## config.mk

```make
export PLATFORM = sky130hd
export DESIGN_NAME = hazard_scoreboard
export DESIGN_NICKNAME = d
export VERILOG_FILES = /design/src/rtl/hazard_pkg.sv /design/src/rtl/sat_counter.sv /design/src/rtl/hazard_scoreboard.sv
export SDC_FILE = /design/constraint.sdc
export NUM_CORES = 1
export LEC_CHECK = 0
export CAP_MARGIN = 20
export CORE_MARGIN = 8
export CORE_UTILIZATION = 40
export CTS_BUF_LIST = sky130_fd_sc_hd__clkbuf_4
export DETAILED_ROUTE_END_ITERATION = 7
export GPL_TIMING_DRIVEN = 0
export PLACE_DENSITY_LB_ADDON = 0.08
export SYNTH_ARGS = -nofsm -noshare
export SYNTH_HDL_FRONTEND = slang
export SYNTH_HIERARCHICAL = 1
export SYNTH_SLANG_ARGS = --single-unit
```

## constraint.sdc

```tcl
create_clock -name clk -period 3.53 [get_ports clk]
set_input_delay 0.8825 -clock clk [delete_from_list [all_inputs] [get_ports clk]]
set_output_delay 0.8825 -clock clk [all_outputs]
set_load 0.05 [all_outputs]
```

## src/rtl/hazard_pkg.sv

```systemverilog
// rtl/hazard_pkg.sv - shared slot type, width defaults and saturation constant for hazard_scoreboard
package hazard_pkg;

  localparam int DEF_REG_ADDR_W = 2;
  localparam int DEF_PC_W       = 16;
  localparam int DEF_CNT_W      = 16;
  localparam int SLOT_DEST_W    = 8;

  // Sliced down to the counter width by each counter instance.
  localparam logic [63:0] CNT_SAT_ALL_ONES = '1;

  typedef logic [SLOT_DEST_W-1:0] slot_dest_t;

  typedef struct packed {
    logic       valid;
    slot_dest_t dest;
    logic       is_load;
  } slot_t;

  function automatic logic src_hit(input logic id_valid, input logic use_src,
                                   input slot_dest_t src, input slot_t slot);
    return id_valid & use_src & slot.valid & (src == slot.dest);
  endfunction

endpackage

```

## src/rtl/sat_counter.sv

```systemverilog
// rtl/sat_counter.sv - saturating up-counter with enable and synchronous active-high reset
module sat_counter
  import hazard_pkg::*;
#(
  parameter int CNT_W = DEF_CNT_W
) (
  input  logic             i_clk,
  input  logic             i_reset,
  input  logic             i_en,
  output logic [CNT_W-1:0] o_count
);

  localparam logic [CNT_W-1:0] SAT = CNT_SAT_ALL_ONES[CNT_W-1:0];
  localparam logic [CNT_W-1:0] ONE = {{(CNT_W-1){1'b0}}, 1'b1};

  logic [CNT_W-1:0] r_count;

  always_ff @(posedge i_clk) begin
    if (i_reset) begin
      r_count <= '0;
    end else if (i_en && (r_count != SAT)) begin
      r_count <= r_count + ONE;
    end
  end

  assign o_count = r_count;

endmodule

```

## src/rtl/hazard_scoreboard.sv

```systemverilog
// rtl/hazard_scoreboard.sv - shadow IDEX/EXMEM/MEMWB slots raising data, jump and branch hazards
// Define HAZARD_FORWARDING_EN to restrict ID_data_hazard to load-use against S_EX.
module hazard_scoreboard
  import hazard_pkg::*;
#(
  parameter int REG_ADDR_W = DEF_REG_ADDR_W,
  parameter int PC_W       = DEF_PC_W,
  parameter int CNT_W      = DEF_CNT_W
) (
  input  logic                  clk,
  input  logic                  reset,
  input  logic                  ID_valid,
  input  logic                  ID_rs_use,
  input  logic                  ID_rt_use,
  input  logic [REG_ADDR_W-1:0] ID_rs,
  input  logic [REG_ADDR_W-1:0] ID_rt,
  input  logic                  ID_writes_reg,
  input  logic [REG_ADDR_W-1:0] ID_dest,
  input  logic                  ID_is_load,
  input  logic                  ID_is_jump,
  input  logic [PC_W-1:0]       ID_jump_target,
  input  logic [PC_W-1:0]       IF_pc,
  input  logic                  EX_valid,
  input  logic                  EX_is_branch,
  input  logic                  EX_taken,
  input  logic                  EX_pred_taken,
  input  logic [PC_W-1:0]       EX_target,
  input  logic [PC_W-1:0]       EX_pred_target,
  input  logic [PC_W-1:0]       EX_pc_plus1,
  input  logic                  IFID_stall,
  input  logic                  IDEX_stall,
  input  logic                  EXMEM_stall,
  input  logic                  MEMWB_stall,
  input  logic                  IDEX_flush,
  input  logic                  EXMEM_flush,
  input  logic                  MEMWB_flush,
  input  logic                  WB_is_halted,
  output logic                  ID_data_hazard,
  output logic                  Jump_Failed,
  output logic                  Branch_Failed,
  output logic [PC_W-1:0]       EX_correct_pc,
  output logic [CNT_W-1:0]      stall_cycles,
  output logic [CNT_W-1:0]      mispredicts
);

`ifdef HAZARD_FORWARDING_EN
  localparam logic FWD_EN = 1'b1;
`else
  localparam logic FWD_EN = 1'b0;
`endif

  slot_t r_s_ex, r_s_mem, r_s_wb;
  slot_t w_id_slot;
  logic  w_hit_ex, w_hit_mem, w_hit_wb;
  logic  w_stall_en, w_mispredict_en;

  always_comb begin
    w_id_slot         = '0;
    w_id_slot.valid   = ID_valid & ID_writes_reg;
    w_id_slot.dest    = slot_dest_t'(ID_dest);
    w_id_slot.is_load = ID_is_load;
  end

  // Flush beats stall; a halted machine freezes every slot.
  always_ff @(posedge clk) begin
    if (reset) begin
      r_s_ex  <= '0;
      r_s_mem <= '0;
      r_s_wb  <= '0;
    end else if (!WB_is_halted) begin
      if (IDEX_flush)                     r_s_ex.valid <= 1'b0;
      else if (!IDEX_stall && !IFID_stall) r_s_ex       <= w_id_slot;

      if (EXMEM_flush)       r_s_mem.valid <= 1'b0;
      else if (!EXMEM_stall) r_s_mem       <= r_s_ex;

      if (MEMWB_flush)       r_s_wb.valid <= 1'b0;
      else if (!MEMWB_stall) r_s_wb       <= r_s_mem;
    end
  end

  assign w_hit_ex  = src_hit(ID_valid, ID_rs_use, slot_dest_t'(ID_rs), r_s_ex)
                   | src_hit(ID_valid, ID_rt_use, slot_dest_t'(ID_rt), r_s_ex);
  assign w_hit_mem = src_hit(ID_valid, ID_rs_use, slot_dest_t'(ID_rs), r_s_mem)
                   | src_hit(ID_valid, ID_rt_use, slot_dest_t'(ID_rt), r_s_mem);
  assign w_hit_wb  = src_hit(ID_valid, ID_rs_use, slot_dest_t'(ID_rs), r_s_wb)
                   | src_hit(ID_valid, ID_rt_use, slot_dest_t'(ID_rt), r_s_wb);

  // The register file has no write-through, so a WB-stage producer still blocks without forwarding.
  assign ID_data_hazard = (w_hit_ex & (~FWD_EN | r_s_ex.is_load))
                        | (~FWD_EN & (w_hit_mem | w_hit_wb));

  assign Jump_Failed   = ID_valid & ID_is_jump & (ID_jump_target != IF_pc);
  assign Branch_Failed = EX_valid & EX_is_branch &
                         ((EX_taken != EX_pred_taken) | (EX_taken & (EX_target != EX_pred_target)));
  assign EX_correct_pc = EX_taken ? EX_target : EX_pc_plus1;

  assign w_stall_en      = ID_data_hazard & ~Branch_Failed & ~WB_is_halted;
  assign w_mispredict_en = (Branch_Failed | (Jump_Failed & ~ID_data_hazard)) & ~WB_is_halted;

  sat_counter #(.CNT_W(CNT_W)) u_stall_cnt (
    .i_clk   (clk),
    .i_reset (reset),
    .i_en    (w_stall_en),
    .o_count (stall_cycles)
  );

  sat_counter #(.CNT_W(CNT_W)) u_mispredict_cnt (
    .i_clk   (clk),
    .i_reset (reset),
    .i_en    (w_mispredict_en),
    .o_count (mispredicts)
  );

endmodule

```

==> results of run 1 <==
==> through the flow <==
stage               utilization, %  worst slack (ps)  hold WS, ps  TNS (ps)
global route                  66.3             -65.0          530      -279
detailed placement            65.7              -384          482     -4360
CTS                           66.3             -29.9          498     -94.7
global placement              65.7              -362          473     -4060
floorplan                        -               171          452         0
finish                        66.3              71.4          492         0
==> path summary, 6_finish.rpt <==
kind                start                     endpoint  slack, ps  depth (start not counted)
min reg2reg     r_s_wb[9]                    r_s_wb[9]        490                          2
max          EX_target[4]                Branch_Failed         70                          6
max reg2reg    r_s_mem[1]  u_mispredict_cnt/o_count[7]        840                          9
min             r_s_wb[9]                    r_s_wb[9]        490                          2
==> worst max-delay path, delay by kind of cell <==
family / cells / cell delay [ps]
buffers and inverters: 2 / 1030
and+or+nand+nor: 2 / 180
xor gates and xnor gates: 1 / 150
AOI/OAI and AO/OA: 1 / 340
==> sequential cells by signal, indices dropped and copies added (netlist names) <==
signal,flops
r_s_ex,3
u_stall_cnt/o_count,16
u_mispredict_cnt/o_count,16
r_s_wb,3
r_s_mem,3
==> what timing repair did <==
action	CTS	global route
gates resized for setup	11	8
hold endpoints to repair	0	0
endpoints found under the setup margin	15	17
pin swaps	0	1
==> placed cells by master, fill, tap and decap left out, types with 3 or more instances in the layout <==
cell type	synthesis	routed
sky130_fd_sc_hd__and4_1	6	6
sky130_fd_sc_hd__mux2i_1	8	8
sky130_fd_sc_hd__nand2_1	21	21
sky130_fd_sc_hd__clkbuf_4	0	5
sky130_fd_sc_hd__o31ai_1	12	12
sky130_fd_sc_hd__xnor2_1	19	19
sky130_fd_sc_hd__dlygate4sd2_1	0	9
sky130_fd_sc_hd__nor3_1	18	18
sky130_fd_sc_hd__clkbuf_1	5	4
sky130_fd_sc_hd__nor2_1	20	20
sky130_fd_sc_hd__clkdlybuf4s50_1	0	141
sky130_fd_sc_hd__dfxtp_1	41	41
sky130_fd_sc_hd__buf_1	3	3
sky130_fd_sc_hd__a21oi_1	24	24
sky130_fd_sc_hd__or3_1	6	6
sky130_fd_sc_hd__nand3_1	18	18
sky130_fd_sc_hd__mux2_2	18	18
sky130_fd_sc_hd__buf_2	4	5
sky130_fd_sc_hd__and3_1	3	3
sky130_fd_sc_hd__nor4_1	11	11
sky130_fd_sc_hd__or4_1	14	14
sky130_fd_sc_hd__xor2_1	25	25
sky130_fd_sc_hd__o21ai_0	11	11
sky130_fd_sc_hd__inv_1	7	7
sky130_fd_sc_hd__nor2b_1	6	6
sky130_fd_sc_hd__nand4_1	11	11
==> power by group through the flow <==
stage,Sequential (mW),Combinational (mW),Clock [mW]
6_report,0.467,0.303,0.230
5_1_grt,0.468,0.322,0.266
4_1_cts,0.467,0.305,0.243
3_5_place_dp,0.478,0.309,0
3_3_place_gp,0.477,0.306,0
2_1_floorplan,0.481,0.132,0
==> kinds of logic (layout without fill, tap and decap cells) <==
logic type / count (synthesis) / after routing / synth area share, %
buffers and inverters: 19 / 179 / 2.68
and+or+nand+nor: 148 / 148 / 31.5
AOI/OAI and AO/OA: 58 / 58 / 12.6
xor gates and xnor gates: 44 / 44 / 13.5
muxes: 26 / 26 / 9.93
adders and majority gates: 2 / 2 / 0.879
DFF: 41 / 41 / 28.8
==> layer usage <==
layer  track usage, %  vias up
li1                 -     1595
met1             21.9     1476
met2             34.5       97
met3             5.47       10
met4             4.53        0
met5                0        -
==> cell type report <==
cell class	instances	area, µm²	area share (%)
Buffer	12	51.3	1.13
Tap cell	96	120	2.65
Multi-Input combinational cell	278	1960	43.2
Clock inverter	3	17.5	0.387
Timing Repair Buffer	152	1500	33.1
Sequential cell	41	821	18.1
Inverter	7	26.3	0.580
Clock buffer	5	37.5	0.829
==> flow_summary.json, run 1 <==
{
  "run_status": "completed",
  "clock_sinks": 41,
  "die_width_um": 100,
  "worst_pin_slew_ps": 685,
  "post-route-period-util_pct": 98.0,
  "syn_inst": 338,
  "dp_hpwl_um": 8080,
  "cts_tree": "yes",
  "grt.total_usage_pct": 19.3,
  "cp_cell_sequence": "clkdlybuf4s50_1 -> xnor2_1 -> nand4_1 -> nor3_1 -> a21oi_1 -> dlygate4sd2_1",
  "yosys-top-cells-area": "sky130_fd_sc_hd__dfxtp_1 29%, sky130_fd_sc_hd__xor2_1 7.7%, sky130_fd_sc_hd__mux2_2 7.1%",
  "finalWeightedCongestion": 0.871,
  "cts_buffers": 5,
  "final_layout_size_suffix_gt1_share_pct": 8.63,
  "highest_metal_layer_with_signal_wires": "met4",
  "cts_root_buf": "sky130_fd_sc_hd__clkbuf_4",
  "detail-route-antenna-nets": 0,
  "dominant_cell_by_count_in_the_synthesized_netlist": "sky130_fd_sc_hd__dfxtp_1",
  "synth_flop_cell": "sky130_fd_sc_hd__dfxtp_1",
  "layout.cell_area.non_filler_mm2": 0.00453,
  "final_hold_viol_count": 0,
  "synth_warnings": 6,
  "synth.distinct_cells": 40,
  "clockPowerShare_pct": 23.0,
  "power.share.combinational_pct": 30.3,
  "antenna-diode-count": 0,
  "rows": 30,
  "numPortBuffers": 152,
  "top_cell_type_s_share_of_synthesized_area_pct": 28.8,
  "worst_setup_hold_path_clk_slew_ps": 110,
  "critical_path_arrival_ps": 2580,
  "fillers": 616,
  "die_h_um": 100,
  "floorplan.initialDensity_pct": 41.7,
  "drcViolationCount": 0,
  "grt-ovfl-total": 0,
  "floorplan.core_area_mm2": 0.00683,
  "via_per_inst": 5.35,
  "synth_area_per_cell_um2": 8.42,
  "max_stage_delay_ps": 590,
  "initial_antenna_violation_count": 0,
  "cts.htree.levels": 2,
  "route.met2.wl_um": 4860,
  "ys_seq_area_share_pct": 28.8,
  "setup.worst_path.class": "in -> out",
  "leakagePower_nw": 1.55,
  "routed-via-count": 3178,
  "post-layout-total-power_mw": 1.00,
  "clock_insertion_delay_worst_skew_ps": 340,
  "setup_repair_after_global_routing_missed_its_margin": "yes",
  "wire_length_of_the_first_global_routing_pass_um": 15900,
  "seqPwrFrac_pct": 46.7,
  "synthDominantAreaCellType": "sky130_fd_sc_hd__dfxtp_1",
  "finalWorstPathRequiredPeriod_ps": 3460,
  "cp_launch_type": "input port",
  "first_global_vias": 3240,
  "postCtsSetupBuffers": 0,
  "min-delay-path-class": "reg -> reg",
  "syn_area_mm2": 0.00285,
  "post_detailed_routing_wire_length_um": 9750,
  "max-cap-violations": 0,
  "count_of_hold_buffers_inserted_by_post_cts_repair": 0,
  "critPathCaptureType": "output pin",
  "wl_per_cell_um": 16.4,
  "area_growth_pct": 59.1,
  "pin_count": 157,
  "max_transition_viols_final": 0,
  "route.layer.met1.wl_um": 4140,
  "fin_cells": 594,
  "dr_iter_0_viols": 82,
  "synthesis.nets": 446,
  "maximum_number_of_pins_on_one_net_before_global_route_repair": 14,
  "net-switching-power_mw": 0.296,
  "skew_ps": 10.5,
  "synth_async_sr_flop_share_pct": 0,
  "switching_share_pct": 29.6,
  "slew_headroom_pct": 53.7,
  "ir_drop_mv": 0.167,
  "wl_met3_um": 639,
  "achievable-frequency_ghz": 0.289,
  "required_ps": 2650,
  "crit_fanout": 3,
  "flops_latches_synth": 41,
  "fp.dieArea_mm2": 0.0101,
  "ratio_of_total_power_to_cell_area_mw_per_mm2": 221,
  "yosys-top-cells-count": "41 x sky130_fd_sc_hd__dfxtp_1, 25 x sky130_fd_sc_hd__xor2_1, 24 x sky130_fd_sc_hd__a21oi_1",
  "timing.critical_path.slowest_stage_cell": "sky130_fd_sc_hd__dlygate4sd2_1",
  "detailed_place.area_mm2": 0.00449,
  "drt-pass1-iter-count": 4,
  "cts.path.max_buffers": 2,
  "dp.cells": 586,
  "finalNetCount": 605,
  "report.final.setup_viol": 0,
  "power_report.internal_total_mw": 0.704,
  "synth_enable_flop_cells": 0
}
Note: power is estimated with default switching activity, not from simulation.
==> inputs of run 2 (changes only) <==
Settings changed: CAP_MARGIN 20 to 40, CTS_CLUSTER_DIAMETER set to 150, PLACE_DENSITY_LB_ADDON 0.08 to 0.3.
==> run 2 against run 1 <==
Largest power group unchanged; largest cell class unchanged; via count increased by 0.98%; sequential cell count did not move; count of clock-buffer cells in the layout did not move; worst setup slack got worse by 2.7 ps; hold slack better by 21 ps; critical path depth unchanged; non-clock buffer count up 1; sequential power hardly changed; clock skew rose by 3.4 ps; core utilization is 1.1 points higher; combinational power is 2% higher.
==> flow_summary.json, run 2 (synthesis gave the netlist of run 1 again) <==
{
  "worstHoldStart": "r_s_ex[9]",
  "worst_hold_path.num_cells": 2,
  "critical_path_arrival_ps": 2580,
  "net-switching-power_mw": 0.312,
  "cts_tree": "yes",
  "worst_setup_hold_path_clk_slew_ps": 130,
  "die_h_um": 100,
  "clock_insertion_delay_worst_skew_ps": 350,
  "finalWeightedCongestion": 0.881,
  "antenna-diode-count": 0,
  "seqPwrFrac_pct": 40.0,
  "clock_sinks": 41,
  "floorplan.core_area_mm2": 0.00683,
  "pin_count": 157,
  "floorplan.initialDensity_pct": 41.7,
  "area_growth_pct": 61.7,
  "fillers": 592,
  "grt.total_usage_pct": 18.9,
  "cts_buffers": 5,
  "final_layout_size_suffix_gt1_share_pct": 9.22,
  "reg2reg_depth": 9,
  "fin_cells": 595,
  "rows": 30,
  "maximum_number_of_pins_on_one_net_before_global_route_repair": 15,
  "mostFrequentLayoutCell": "sky130_fd_sc_hd__clkdlybuf4s50_1",
  "ratio_of_total_power_to_cell_area_mw_per_mm2": 254,
  "ir_drop_mv": 0.211,
  "fp.dieArea_mm2": 0.0101,
  "report.final.setup_viol": 0,
  "slew_headroom_pct": 56.0,
  "globalRouteMet2Util_pct": 34.6,
  "post-route-period-util_pct": 98.1,
  "required_ps": 2650,
  "crit_fanout": 3,
  "grt_util_met3_pct": 5.47,
  "timing.reg2reg.setup_slack_ps": 800,
  "first_global_vias": 3226,
  "postLayoutSetupSlackWorst_ps": 68.6,
  "post_detailed_routing_wire_length_um": 9830,
  "switching_share_pct": 26.8,
  "cts_root_buf": "sky130_fd_sc_hd__clkbuf_4",
  "grt.busiest_layer": "met2",
  "achievable-frequency_ghz": 0.289,
  "wire_length_of_the_first_global_routing_pass_um": 15400,
  "hold-path-endpoint": "r_s_mem[9]",
  "worst_r2r_endpoint": "u_stall_cnt/o_count[9]",
  "initial_antenna_violation_count": 0,
  "finalWorstPathRequiredPeriod_ps": 3460,
  "drt-pass1-iter-count": 4,
  "setup_repair_after_global_routing_missed_its_margin": "yes",
  "critPathCaptureType": "output pin",
  "power_report.internal_total_mw": 0.855,
  "numPortBuffers": 152,
  "leakagePower_nw": 1.57,
  "dp_hpwl_um": 8080,
  "final_hold_viol_count": 0,
  "wl_per_cell_um": 16.5,
  "clockPowerShare_pct": 33.6,
  "power.share.combinational_pct": 26.4,
  "cts.path.max_buffers": 2,
  "dp.cells": 586,
  "count_of_hold_buffers_inserted_by_post_cts_repair": 0,
  "die_width_um": 100,
  "run_status": "completed",
  "layout_common_cells": "146 x sky130_fd_sc_hd__clkdlybuf4s50_1, 41 x sky130_fd_sc_hd__dfxtp_1, 25 x sky130_fd_sc_hd__xor2_1",
  "max_transition_viols_final": 0,
  "post-place-ws_ps": -386,
  "detail-route-antenna-nets": 0,
  "grt-ovfl-total": 0,
  "via_per_inst": 5.39,
  "max-cap-violations": 0,
  "skew_ps": 13.9,
  "cp_launch_type": "input port",
  "min-delay-path-class": "reg -> reg",
  "cts.htree.levels": 2,
  "routed-via-count": 3209,
  "dr_iter_0_viols": 146,
  "r2r-start": "r_s_ex[1]",
  "grt_util_met1_pct": 20.9,
  "setup.worst_path.class": "in -> out",
  "finalNetCount": 606,
  "drcViolationCount": 0,
  "worst_pin_slew_ps": 652
}
[run 2: how the worst max path moves through the flow]
stage	startpoint	endpoint
floorplan	EX_taken	u_stall_cnt/o_count[7]
CTS	ID_rt[0]	ID_data_hazard
finish	ID_rt[0]	ID_data_hazard
detailed placement	EX_target[5]	u_stall_cnt/o_count[13]
global placement	EX_target[6]	u_stall_cnt/o_count[9]
global route	ID_rt[0]	u_stall_cnt/o_count[15]
[run 2: worst max-delay path, cell delays in order]
cell and delay (ps):
sky130_fd_sc_hd__clkdlybuf4s50_1 560, sky130_fd_sc_hd__xor2_1 210, sky130_fd_sc_hd__nor3_1 100, sky130_fd_sc_hd__nor4_2 420, sky130_fd_sc_hd__nand3_2 160, sky130_fd_sc_hd__buf_2 250
[run 2: layout make-up]
type | count | area [µm²] | area share, %
clock buffer | 5 | 37.5 | 0.815
timing repair buffer | 153 | 1510 | 32.8
clock inverter | 3 | 68.8 | 1.49
sequential | 41 | 821 | 17.8
inverter | 7 | 26.3 | 0.571
buffer | 12 | 51.3 | 1.11
tap | 96 | 120 | 2.61
multi-input combinational | 278 | 1970 | 42.8
[run 2: timing repair]
action | 4_1_cts | 5_1_grt
resized for setup | 7 | 9
setup endpoints to repair | 17 | 14
setup buffers | 0 | 1
pin swaps | 0 | 1
cloned | 0 | 0
[run 2: stage by stage]
stage / hold WS, ps / utilization, % / setup TNS, ps / power (mW) / instance area, µm²
2_1_floorplan: 452 / - / 0 / 0.614 / 2850
3_3_place_gp: 478 / 65.7 / -4010 / 0.783 / 4490
3_5_place_dp: 495 / 65.7 / -5480 / 0.788 / 4490
4_1_cts: 511 / 67.2 / -170 / 1.18 / 4590
5_1_grt: 530 / 67.4 / -215 / 1.21 / 4600
6_report: 513 / 67.4 / 0 / 1.17 / 4600
[run 2: power groups by stage]
stage	Sequential [mW]	Clock, mW	Combinational, mW
6_report	0.467	0.392	0.308
5_1_grt	0.468	0.419	0.326
4_1_cts	0.467	0.399	0.309
3_5_place_dp	0.478	0	0.310
3_3_place_gp	0.477	0	0.305
2_1_floorplan	0.481	0	0.132
[run 2: layer usage]
metal / vias up / share of wire, %
li1: 1595 / -
met1: 1496 / 39
met2: 110 / 53
met3: 8 / 7.2
met4: 0 / 1.1
met5: - / 0
